File: src/rtl/fwd_scoreboard_pkg.sv
// Shared register-file addressing types for the forwarding scoreboard.
// The same types are used by the top level and by the per-port operand mux.
package fwd_scoreboard_pkg;

  localparam int REG_ADDR_W = 5;
  localparam int NUM_REGS   = 1 << REG_ADDR_W;

  typedef logic [REG_ADDR_W-1:0] reg_addr_t;

  localparam reg_addr_t ZERO_REG = '0;

endpackage

File: src/rtl/fwd_scoreboard_if.sv
// Issue-stage bus between the pipeline (master) and the scoreboard (slave).
// The flat per-stage and per-port fields are packed with index 0 in the low bits.
interface fwd_scoreboard_if #(
  parameter int NUM_RD   = 2,
  parameter int NUM_FWD  = 2,
  parameter int DATA_W   = 32,
  parameter int MAX_PEND = 4
);
  localparam int CNT_W = $clog2(MAX_PEND + 1);

  logic [NUM_FWD-1:0]        fwd_en;
  logic [NUM_FWD*5-1:0]      fwd_addr;
  logic [NUM_FWD*DATA_W-1:0] fwd_data;
  logic [NUM_FWD-1:0]        fwd_ready;
  logic [NUM_RD-1:0]         rd_used;
  logic [NUM_RD*5-1:0]       rd_addr;
  logic [NUM_RD*DATA_W-1:0]  rd_data;
  logic [NUM_RD*DATA_W-1:0]  rd_value;
  logic                      iss_valid;
  logic                      iss_long;
  logic [4:0]                iss_dst;
  logic                      wb_en;
  logic [4:0]                wb_addr;
  logic [DATA_W-1:0]         wb_data;
  logic                      stall;
  logic [CNT_W-1:0]          pend_cnt;
  logic [31:0]               stall_cycles;

  modport master (
    output fwd_en, fwd_addr, fwd_data, fwd_ready,
    output rd_used, rd_addr, rd_data,
    output iss_valid, iss_long, iss_dst,
    output wb_en, wb_addr, wb_data,
    input  rd_value, stall, pend_cnt, stall_cycles
  );

  modport slave (
    input  fwd_en, fwd_addr, fwd_data, fwd_ready,
    input  rd_used, rd_addr, rd_data,
    input  iss_valid, iss_long, iss_dst,
    input  wb_en, wb_addr, wb_data,
    output rd_value, stall, pend_cnt, stall_cycles
  );

endinterface

File: src/rtl/fwd_port_mux.sv
// One read port: picks the youngest forwarded value (then writeback, then regfile)
// and flags a hazard when that source is not yet available.
module fwd_port_mux
  import fwd_scoreboard_pkg::*;
#(
  parameter int NUM_FWD = 2,
  parameter int DATA_W  = 32
) (
  input  logic                       rd_used,
  input  reg_addr_t                  rd_addr,
  input  logic [DATA_W-1:0]          rd_data,
  input  logic [NUM_FWD-1:0]         fwd_en,
  input  logic [NUM_FWD*REG_ADDR_W-1:0] fwd_addr,
  input  logic [NUM_FWD*DATA_W-1:0]  fwd_data,
  input  logic [NUM_FWD-1:0]         fwd_ready,
  input  logic                       wb_en,
  input  reg_addr_t                  wb_addr,
  input  logic [DATA_W-1:0]          wb_data,
  input  logic [NUM_REGS-1:0]        pending,
  output logic [DATA_W-1:0]          value,
  output logic                       hazard
);

  logic fwd_hit;
  logic fwd_hit_ready;
  logic wb_hit;

  always_comb begin
    value         = rd_data;
    fwd_hit       = 1'b0;
    fwd_hit_ready = 1'b1;
    wb_hit        = wb_en && (wb_addr == rd_addr);
    if (wb_hit) begin
      value = wb_data;
    end
    // Walk oldest to youngest so the lowest matching index wins.
    for (int i = NUM_FWD - 1; i >= 0; i--) begin
      if (fwd_en[i] && (fwd_addr[i*REG_ADDR_W +: REG_ADDR_W] == rd_addr)) begin
        fwd_hit       = 1'b1;
        fwd_hit_ready = fwd_ready[i];
        value         = fwd_data[i*DATA_W +: DATA_W];
      end
    end
    if (rd_addr == ZERO_REG) begin
      value = '0;
    end
    // A matching stage that is not ready blocks; older sources are never consulted.
    hazard = rd_used && (rd_addr != ZERO_REG) &&
             (fwd_hit ? !fwd_hit_ready : (pending[rd_addr] && !wb_hit));
  end

endmodule

File: src/rtl/fwd_scoreboard.sv
// Operand forwarding and long-latency pending-register scoreboard for the issue stage.
// Tracks outstanding mul/div destinations and raises stall on RAW/WAW or full tracker.
module fwd_scoreboard
  import fwd_scoreboard_pkg::*;
#(
  parameter int NUM_RD   = 2,
  parameter int NUM_FWD  = 2,
  parameter int DATA_W   = 32,
  parameter int MAX_PEND = 4
) (
  input logic             clk,
  input logic             rst,
  fwd_scoreboard_if.slave bus
);

  localparam int CNT_W = $clog2(MAX_PEND + 1);

  logic [NUM_REGS-1:0] pending_q, pending_d;
  logic [CNT_W-1:0]    pend_cnt_q, pend_cnt_d;
  logic [31:0]         stall_cycles_q, stall_cycles_d;

  logic [DATA_W-1:0]   port_value [NUM_RD];
  logic [NUM_RD-1:0]   port_hazard;
  logic                long_block;
  logic                stall;
  logic                accept_long;

  for (genvar gi = 0; gi < NUM_RD; gi++) begin : g_port
    fwd_port_mux #(
      .NUM_FWD (NUM_FWD),
      .DATA_W  (DATA_W)
    ) u_mux (
      .rd_used   (bus.rd_used[gi]),
      .rd_addr   (bus.rd_addr[gi*REG_ADDR_W +: REG_ADDR_W]),
      .rd_data   (bus.rd_data[gi*DATA_W +: DATA_W]),
      .fwd_en    (bus.fwd_en),
      .fwd_addr  (bus.fwd_addr),
      .fwd_data  (bus.fwd_data),
      .fwd_ready (bus.fwd_ready),
      .wb_en     (bus.wb_en),
      .wb_addr   (bus.wb_addr),
      .wb_data   (bus.wb_data),
      .pending   (pending_q),
      .value     (port_value[gi]),
      .hazard    (port_hazard[gi])
    );
  end

  always_comb begin
    bus.rd_value = '0;
    for (int j = 0; j < NUM_RD; j++) begin
      bus.rd_value[j*DATA_W +: DATA_W] = port_value[j];
    end
  end

  always_comb begin
    // A same-cycle writeback frees either the destination or a tracker slot.
    long_block = bus.iss_long &&
                 ((pending_q[bus.iss_dst] && !(bus.wb_en && (bus.wb_addr == bus.iss_dst))) ||
                  ((pend_cnt_q == CNT_W'(MAX_PEND)) && !bus.wb_en));
    stall       = !rst && bus.iss_valid && ((|port_hazard) || long_block);
    accept_long = bus.iss_valid && !stall && bus.iss_long;

    pending_d = pending_q;
    if (bus.wb_en) begin
      pending_d[bus.wb_addr] = 1'b0;
    end
    if (accept_long && (bus.iss_dst != ZERO_REG)) begin
      pending_d[bus.iss_dst] = 1'b1;
    end
    pending_d[0] = 1'b0;

    pend_cnt_d = pend_cnt_q;
    if (accept_long && !bus.wb_en) begin
      pend_cnt_d = pend_cnt_q + 1'b1;
    end else if (!accept_long && bus.wb_en && (pend_cnt_q != '0)) begin
      pend_cnt_d = pend_cnt_q - 1'b1;
    end

    stall_cycles_d = stall_cycles_q;
    if (stall && (stall_cycles_q != 32'hFFFF_FFFF)) begin
      stall_cycles_d = stall_cycles_q + 32'd1;
    end
  end

  always_ff @(posedge clk) begin
    if (rst) begin
      pending_q      <= '0;
      pend_cnt_q     <= '0;
      stall_cycles_q <= '0;
    end else begin
      pending_q      <= pending_d;
      pend_cnt_q     <= pend_cnt_d;
      stall_cycles_q <= stall_cycles_d;
    end
  end

  assign bus.stall        = stall;
  assign bus.pend_cnt     = pend_cnt_q;
  assign bus.stall_cycles = stall_cycles_q;

endmodule
File: src/flat_wrapper.sv
// flat-port wrapper written by rule: the top's interface ports become plain ports
module fwd_scoreboard_flat import fwd_scoreboard_pkg::*;
#(
  parameter int NUM_RD   = 2,
  parameter int NUM_FWD  = 2,
  parameter int DATA_W   = 32,
  parameter int MAX_PEND = 4
)
  (clk, rst, bus_fwd_en, bus_fwd_addr, bus_fwd_data, bus_fwd_ready, bus_rd_used, bus_rd_addr, bus_rd_data, bus_iss_valid, bus_iss_long, bus_iss_dst, bus_wb_en, bus_wb_addr, bus_wb_data, bus_rd_value, bus_stall, bus_pend_cnt, bus_stall_cycles);
  fwd_scoreboard_if #(.NUM_RD(NUM_RD), .NUM_FWD(NUM_FWD), .DATA_W(DATA_W), .MAX_PEND(MAX_PEND)) bus_i ();
  input logic clk;
  input logic rst;
  input wire logic [$bits(bus_i.fwd_en)-1:0] bus_fwd_en;
  input wire logic [$bits(bus_i.fwd_addr)-1:0] bus_fwd_addr;
  input wire logic [$bits(bus_i.fwd_data)-1:0] bus_fwd_data;
  input wire logic [$bits(bus_i.fwd_ready)-1:0] bus_fwd_ready;
  input wire logic [$bits(bus_i.rd_used)-1:0] bus_rd_used;
  input wire logic [$bits(bus_i.rd_addr)-1:0] bus_rd_addr;
  input wire logic [$bits(bus_i.rd_data)-1:0] bus_rd_data;
  input wire logic [$bits(bus_i.iss_valid)-1:0] bus_iss_valid;
  input wire logic [$bits(bus_i.iss_long)-1:0] bus_iss_long;
  input wire logic [$bits(bus_i.iss_dst)-1:0] bus_iss_dst;
  input wire logic [$bits(bus_i.wb_en)-1:0] bus_wb_en;
  input wire logic [$bits(bus_i.wb_addr)-1:0] bus_wb_addr;
  input wire logic [$bits(bus_i.wb_data)-1:0] bus_wb_data;
  output wire logic [$bits(bus_i.rd_value)-1:0] bus_rd_value;
  output wire logic [$bits(bus_i.stall)-1:0] bus_stall;
  output wire logic [$bits(bus_i.pend_cnt)-1:0] bus_pend_cnt;
  output wire logic [$bits(bus_i.stall_cycles)-1:0] bus_stall_cycles;
  assign bus_i.fwd_en = bus_fwd_en;
  assign bus_i.fwd_addr = bus_fwd_addr;
  assign bus_i.fwd_data = bus_fwd_data;
  assign bus_i.fwd_ready = bus_fwd_ready;
  assign bus_i.rd_used = bus_rd_used;
  assign bus_i.rd_addr = bus_rd_addr;
  assign bus_i.rd_data = bus_rd_data;
  assign bus_i.iss_valid = bus_iss_valid;
  assign bus_i.iss_long = bus_iss_long;
  assign bus_i.iss_dst = bus_iss_dst;
  assign bus_i.wb_en = bus_wb_en;
  assign bus_i.wb_addr = bus_wb_addr;
  assign bus_i.wb_data = bus_wb_data;
  assign bus_rd_value = bus_i.rd_value;
  assign bus_stall = bus_i.stall;
  assign bus_pend_cnt = bus_i.pend_cnt;
  assign bus_stall_cycles = bus_i.stall_cycles;
  fwd_scoreboard #(.NUM_RD(NUM_RD), .NUM_FWD(NUM_FWD), .DATA_W(DATA_W), .MAX_PEND(MAX_PEND)) u_core (.clk(clk), .rst(rst), .bus(bus_i));
endmodule
File: config.mk
export PLATFORM = sky130hd
export DESIGN_NAME = fwd_scoreboard_flat
export DESIGN_NICKNAME = d
export VERILOG_FILES = /design/src/rtl/fwd_scoreboard_pkg.sv /design/src/rtl/fwd_scoreboard_if.sv /design/src/rtl/fwd_port_mux.sv /design/src/rtl/fwd_scoreboard.sv /design/src/flat_wrapper.sv
export SDC_FILE = /design/constraint.sdc
export NUM_CORES = 1
export LEC_CHECK = 0
export CAP_MARGIN = 10
export CORE_UTILIZATION = 30
export CTS_CLUSTER_DIAMETER = 60
export DETAILED_ROUTE_END_ITERATION = 8
export HOLD_SLACK_MARGIN = 0.03
export REMOVE_ABC_BUFFERS = 1
export SLEW_MARGIN = 5
export SYNTH_ARGS = -nofsm -noshare
export SYNTH_HDL_FRONTEND = slang
export SYNTH_SLANG_ARGS = --single-unit
export TNS_END_PERCENT = 20
File: constraint.sdc
create_clock -name clk -period 5.05 [get_ports clk]
set_clock_uncertainty 0.05 [all_clocks]
set_input_delay 0.7575 -clock clk [delete_from_list [all_inputs] [get_ports clk]]
set_output_delay 0.7575 -clock clk [all_outputs]
set_load 0.02 [all_outputs]
==> flow_metrics.env, run 1 <==
export IMPL_outcome="complete, but fails checks"
export IMPL_failed_checks="design-rule violations"
export IMPL_final_area_sq_um=10400
export IMPL_maxCapViolCount=0
export IMPL_overflow=0
export IMPL_grt_max_degree=65
export IMPL_chipWidth_um=152
export IMPL_dr_pass1_iters=7
export IMPL_relSlewSlack_pct=56.3
export IMPL_instances_no_fill=1456
export IMPL_syn_avg_cell_area_sq_um=7.37
export IMPL_tritoncts="built"
export IMPL_synth_compound_area_share_pct=24.9
export IMPL_dp_hpwl_um=21600
export IMPL_hold_path_class="reg2reg"
export IMPL_antenna_found_initial=2
export IMPL_start_kind="primary input"
export IMPL_crit_required_ns=4.24
export IMPL_ios=301
export IMPL_worstSetupPathType="in2out"
export IMPL_die_area_sq_um=23100
export IMPL_yosys_warnings=0
export IMPL_grt_pass1_wl_um=45200
export IMPL_synth_top_area_share_pct=19.6
export IMPL_layout_drive_gt1_share_pct=8.08
export IMPL_core_area_sq_um=22000
export IMPL_synth_mux_area_share_pct=18.8
export IMPL_viasPerCell=5.62
export IMPL_synth_edf_count=0
export IMPL_setup_worst_path_end_class="primary output"
export IMPL_dominantRegCellSynth="dfxtp_1"
export IMPL_synth_area_leaders="dfxtp_1 (20%), mux2i_1 (11%), nor2_1 (8.4%), a21oi_1 (7.3%), a211oi_1 (7.2%)"
export IMPL_yosysUniqueCellTypes=57
export IMPL_start_util_pct=30.7
export IMPL_root_buffer="clkbuf_16"
export IMPL_finalSetupViolCount=0
export IMPL_path_clk_slew_ns=0.06
export IMPL_antenna_cells=0
export IMPL_fin_crit_ns=4.77
export IMPL_fin_util_pct=47.2
export IMPL_netlist_top_cells_count="nor2_1 (151), a21oi_1 (99), mux2i_1 (77)"
export IMPL_nNetsFinal=1374
export IMPL_drv_slew=0
export IMPL_post_drt_wl_per_cell_um=19.9
export IMPL_synth_top_family_by_area="simple AND/OR/NAND/NOR gates"
export IMPL_num_vias=8185
export IMPL_ctsHtreeMaxLevel=3
export IMPL_fp_dieH_um=152
export IMPL_drc_errors=56
export IMPL_ir_drop_uv=206
export IMPL_ctsHoldBuffers=0
export IMPL_finalCritPeriodShare_pct=94.4
export IMPL_fmax_mhz=210
export IMPL_synth_fa_ha_area_share_pct=0.482
export IMPL_tightestPinTransition_ns=0.653
export IMPL_grt_pass1_vias=7909
export IMPL_synth_seq_cells=66
export IMPL_cts_sinks=66
export IMPL_drt_iter0_drc=573
export IMPL_worstPathArrival_ns=3.96
export IMPL_hold_viol=0
export IMPL_syn_to_final_growth_pct=53.8
export IMPL_io_buffers=300
export IMPL_synth_simple_area_share_pct=25.5
export IMPL_n_fill_cell=2143
export IMPL_power_density_nw_per_um2=181
export IMPL_yosys_area_top_type="dfxtp_1"
export IMPL_cellLeakagePower_nw=3.84
export IMPL_wl_um=28900
export IMPL_multiInputGateArea_sq_um=5050
export IMPL_dp_cells=1440
export IMPL_synthXorXnorAreaFrac_pct=4.67
export IMPL_track_usage_pct=24.4
export IMPL_synthArstFlopShare_pct=0
export IMPL_regArea_sq_um=1320
export IMPL_rsz0062_at_grt="no"
export IMPL_clock_latency_ns=0.33
export IMPL_cp_max_fo=11
export IMPL_cts_repair_resized=0
export IMPL_netlist_area_sq_um=6750
export IMPL_tritoncts_num_buffers=9
export IMPL_gp_congestion=0.900
export IMPL_cts_setup_buffers=0
export IMPL_postRouteAntennaNets=0
export IMPL_ys_seq_area_share_pct=19.6
export IMPL_synth_most_common_cell="nor2_1"
export IMPL_synthCells=915
export IMPL_placed_area_sq_um=10100
export IMPL_rows=54
export IMPL_clockBufferDepth=2
sequential cells by signal, indices dropped and copies added, names as in the netlist:
signal,flops
u_core.bus.pend_cnt,3
u_core.bus.stall_cycles,32
u_core.pending_q,31
per-layer routing:
metal	vias to the layer above	share of wire, %	GRT usage (%)	wire length (um)
li1	3936	-	-	-
met1	3895	42	30.2	12100
met2	302	49	43.0	14100
met3	48	7.0	3.71	2020
met4	4	2.4	8.31	707
met5	-	0.090	0	26
final timing paths:
| kind | start | slack [ns] | to | cells after the start |
|---|---|---|---|---|
| worst max-delay path | bus_rd_addr[5] | 0.28 | bus_stall | 10 |
| worst min-delay path | u_core.bus.stall_cycles[25]$_SDFFE_PP0P_ | 0.45 | u_core.bus.stall_cycles[25]$_SDFFE_PP0P_ | 2 |
| worst max register to register | u_core.pending_q[23]$_SDFF_PP0_ | 1.84 | u_core.bus.pend_cnt[2]$_SDFFE_PP0P_ | 11 |
| worst min register to register | u_core.bus.stall_cycles[25]$_SDFFE_PP0P_ | 0.45 | u_core.bus.stall_cycles[25]$_SDFFE_PP0P_ | 2 |
layout make-up:
type | count | share of cell area, %
clock inverter | 7 | 0.904
timing repair buffer | 331 | 31.7
inverter | 11 | 0.398
sequential | 66 | 12.7
clock buffer | 9 | 2.17
tap | 280 | 3.38
multi-input combinational | 752 | 48.7
cell families after synthesis:
family	count (synthesis)
simple gates	343
compound gates	265
mux	106
buf+inv	97
flops	66
xor+xnor	36
fa+ha+maj	2
placed cells by master (no fill, tap or decap), types with 5 or more instances in the layout:
cell type        instances
xor2_1                  25
xnor2_1                 11
nor4_1                  14
nand4_1                  9
o21ai_0                 35
nand3b_1                 7
nor3_1                  10
and3_1                  19
nor2_1                 149
or3_1                    7
nand2b_1                 6
nand3_1                 21
or4_1                   20
clkdlybuf4s50_1        299
mux2_2                  14
a21oi_1                 99
dfxtp_1                 66
a211oi_1                65
inv_1                   10
buf_12                   5
clkbuf_16                9
mux4_2                  15
nor2b_1                 17
o22ai_1                  5
o31ai_1                 16
o211ai_1                16
or3b_2                   5
nand2_1                 35
buf_4                   26
mux2i_1                 77
power breakdown:
group          switching, mW  internal, mW
Clock                  0.245         0.431
Sequential           0.00860         0.527
Combinational          0.326         0.341
critical path, stage by stage:
cell	delay (ns)
clkdlybuf4s50_1	0.89
mux4_2	0.58
o21ai_0	0.18
o22ai_1	0.12
a2111o_1	0.36
o211ai_1	0.13
nand2_1	0.17
a21oi_4	0.17
nor2b_1	0.06
clkdlybuf4s50_1	0.54
per-stage QoR:
stage	setup TNS (ns)	total power [mW]	worst slack, ns	hold slack (ns)
floorplan	-91.78	0.818	-1.92	0.410
global placement	0	1.21	0.329	0.436
detailed placement	0	1.21	0.250	0.433
CTS	0	1.89	0.244	0.450
global route	0	1.96	0.0936	0.489
finish	0	1.88	0.282	0.447
Power figures use the tool's default switching activity.
==> run 2: changes to the inputs <==
- CORE_UTILIZATION: 30 -> 35
- PLACE_DENSITY: default -> 0.69
==> run 2 against run 1 <==
  * Clock power down 14%
  * Count of clock-buffer cells in the layout grew 1
  * Via count rose by 1.1%
  * The flow now finishes without violations
  * Critical endpoint unchanged
  * Utilization increased by 7.7 points
  * Worst hold slack better by 0.0010 ns
  * Sequential share of layout area about the same
  * Maximum frequency up 0.82%
  * Combinational power hardly changed
==> flow_metrics.env, run 2 (synthesis gave the netlist of run 1 again) <==
export IMPL_outcome="finished, final reports clean"
export IMPL_root_buffer="clkbuf_16"
export IMPL_p_int_mw=1.21
export IMPL_dp_hpwl_um=21400
export IMPL_die_area_sq_um=19800
export IMPL_finalCritPeriodShare_pct=93.7
export IMPL_drt_iter0_drc=562
export IMPL_wl_um=28500
export IMPL_relSlewSlack_pct=54.3
export IMPL_min_to="u_core.bus.stall_cycles[27]$_SDFFE_PP0P_"
export IMPL_top_usage_layer="met2"
export IMPL_gp_congestion=0.934
export IMPL_finalWorstSetupSlack_ns=0.321
export IMPL_cp_max_fo=10
export IMPL_crit_required_ns=4.24
export IMPL_maxCapViolCount=0
export IMPL_cts_setup_buffers=0
export IMPL_multiInputGateArea_sq_um=5060
export IMPL_clock_latency_ns=0.33
export IMPL_regArea_sq_um=1320
export IMPL_rows=50
export IMPL_hold_viol=0
export IMPL_largest_register_ffs=32
export IMPL_fp_dieH_um=141
export IMPL_cpMostUsedCell="clkdlybuf4s50_1"
export IMPL_syn_to_final_growth_pct=53.3
export IMPL_tritoncts_num_buffers=9
export IMPL_ir_drop_uv=168
export IMPL_grt_max_degree=65
export IMPL_core_area_sq_um=18800
export IMPL_p_switching_mw=0.571
export IMPL_r2r_end="u_core.bus.pend_cnt[2]$_SDFFE_PP0P_"
export IMPL_combinationalPowerShare_pct=37.4
export IMPL_overflow=0
export IMPL_ff2ff_path_depth=11
export IMPL_final_common_cell="clkdlybuf4s50_1"
export IMPL_drv_slew=0
export IMPL_nNetsFinal=1378
export IMPL_hold_path_class="reg2reg"
export IMPL_ctsHoldBuffers=0
export IMPL_io_buffers=300
export IMPL_met3_usage_pct=5.47
export IMPL_rsz0062_at_grt="no"
export IMPL_sw_frac_of_total_pct=32.0
export IMPL_worstHoldStart="u_core.bus.stall_cycles[27]$_SDFFE_PP0P_"
export IMPL_n_fill_cell=1792
export IMPL_post_drt_wl_per_cell_um=19.7
export IMPL_track_usage_pct=27.9
export IMPL_critPathSlowestCell="clkdlybuf4s50_1"
export IMPL_worstPathArrival_ns=3.92
export IMPL_fin_setup_tns_ns=0
export IMPL_use_met1_pct=33.2
export IMPL_cellLeakagePower_nw=3.84
export IMPL_regToRegStartpoint="u_core.pending_q[23]$_SDFF_PP0_"
export IMPL_pwr_share_seq_pct=30.0
export IMPL_grt_pass1_vias=7876
export IMPL_power_total_mw=1.78
export IMPL_viasPerCell=5.73
export IMPL_cts_repair_resized=0
export IMPL_grt_pass1_wl_um=43600
export IMPL_tightestPinTransition_ns=0.685
export IMPL_crit_chain="clkdlybuf4s50_1, mux4_2, mux2i_1, o22ai_1, a2111o_1, o211ai_1, nand2_1, a21oi_4, nor2b_1, clkdlybuf4s50_1"
export IMPL_layout_drive_gt1_share_pct=8.39
export IMPL_layout_common_cells="clkdlybuf4s50_1 (299), nor2_1 (149), a21oi_1 (99)"
export IMPL_start_util_pct=35.8
export IMPL_fin_util_pct=55.0
export IMPL_fin_crit_ns=4.73
export IMPL_cts_sinks=66
export IMPL_worstSetupPathType="in2out"
export IMPL_ios=301
export IMPL_antenna_found_initial=7
export IMPL_clockBufferDepth=2
export IMPL_start_kind="primary input"
export IMPL_cpLargestDelayFamily="buffers and inverters"
export IMPL_ctsHtreeMaxLevel=3
export IMPL_crit_buf_inv=2
export IMPL_tritoncts="built"
export IMPL_post_place_ws_ns=0.344
export IMPL_critPathMaxStageDelay_ns=0.83
export IMPL_rrSetupSlack_ns=1.87
export IMPL_worstHoldPathCells=2
export IMPL_pwr_share_clk_pct=32.6
export IMPL_num_vias=8278
export IMPL_finalSetupViolCount=0
export IMPL_postRouteAntennaNets=0
export IMPL_path_clk_slew_ns=0.06
export IMPL_fmax_mhz=211
export IMPL_drc_errors=0
export IMPL_power_density_nw_per_um2=172
export IMPL_grt_use_met2_pct=48.6
export IMPL_chipWidth_um=141
export IMPL_crit_cells=10
export IMPL_dr_pass1_iters=5
export IMPL_setup_worst_path_end_class="primary output"
==> run 2: cell count changes in the layout (fill, tap and decap cells not counted), moves of 2 or more <==
| cell | previous run | this run |
|---|---|---|
| bufinv_16 | 2 | 0 |
| diode_2 | 0 | 4 |
| nor2_4 | 0 | 2 |
| buf_4 | 26 | 31 |
| nor2_2 | 2 | 0 |
==> run 2: routing by layer <==
metal  vias up  part of all wire [%]
li1       3938                     -
met1      3896                    40
met2       367                    49
met3        71                   7.6
met4         6                   3.6
met5         -                  0.12
==> run 2: final cells by class <==
type,instances,area share (%)
tap,260,3.14
clock buffer,10,2.31
inverter,11,0.399
sequential,66,12.8
multi-input combinational,752,48.9
timing repair buffer,335,32.0
antenna,4,0.0967
clock inverter,6,0.387
==> run 2: through the flow <==
stage               cell area [sq um]  hold WS, ns  instances
finish                          10300        0.448       1444
global route                    10300        0.475       1444
CTS                             10300        0.448       1440
detailed placement              10100        0.440       1424
global placement                10100        0.433       1424
floorplan                        6380        0.410        829
==> run 2: how the worst max path moves through the flow <==
stage | from | to | slack, ns
global route | bus_rd_addr[0] | bus_rd_value[16] | 0.15
floorplan | bus_wb_addr[1] | bus_stall | -1.92
detailed placement | bus_rd_addr[6] | bus_stall | 0.34
finish | bus_rd_addr[6] | bus_stall | 0.32
CTS | bus_rd_addr[5] | bus_stall | 0.29
global placement | bus_rd_addr[6] | bus_stall | 0.35
==> run 2: power groups by stage <==
stage | Sequential [mW] | Combinational (mW) | Clock, mW
floorplan | 0.550 | 0.268 | 0
global route | 0.536 | 0.712 | 0.616
global placement | 0.546 | 0.660 | 0
CTS | 0.535 | 0.667 | 0.592
detailed placement | 0.546 | 0.662 | 0
finish | 0.535 | 0.667 | 0.582
==> run 2: tightest hold or removal path, stage by stage, from the launching register on <==
cell and delay (ns):
dfxtp_1 0.33, o31ai_1 0.07, a21oi_1 0.05
==> run 3: changes to the inputs <==
- HOLD_SLACK_MARGIN: 0.03 -> 0.15
==> results of run 3 <==
The final DEF is identical to that of run 2; final timing and power are the same.
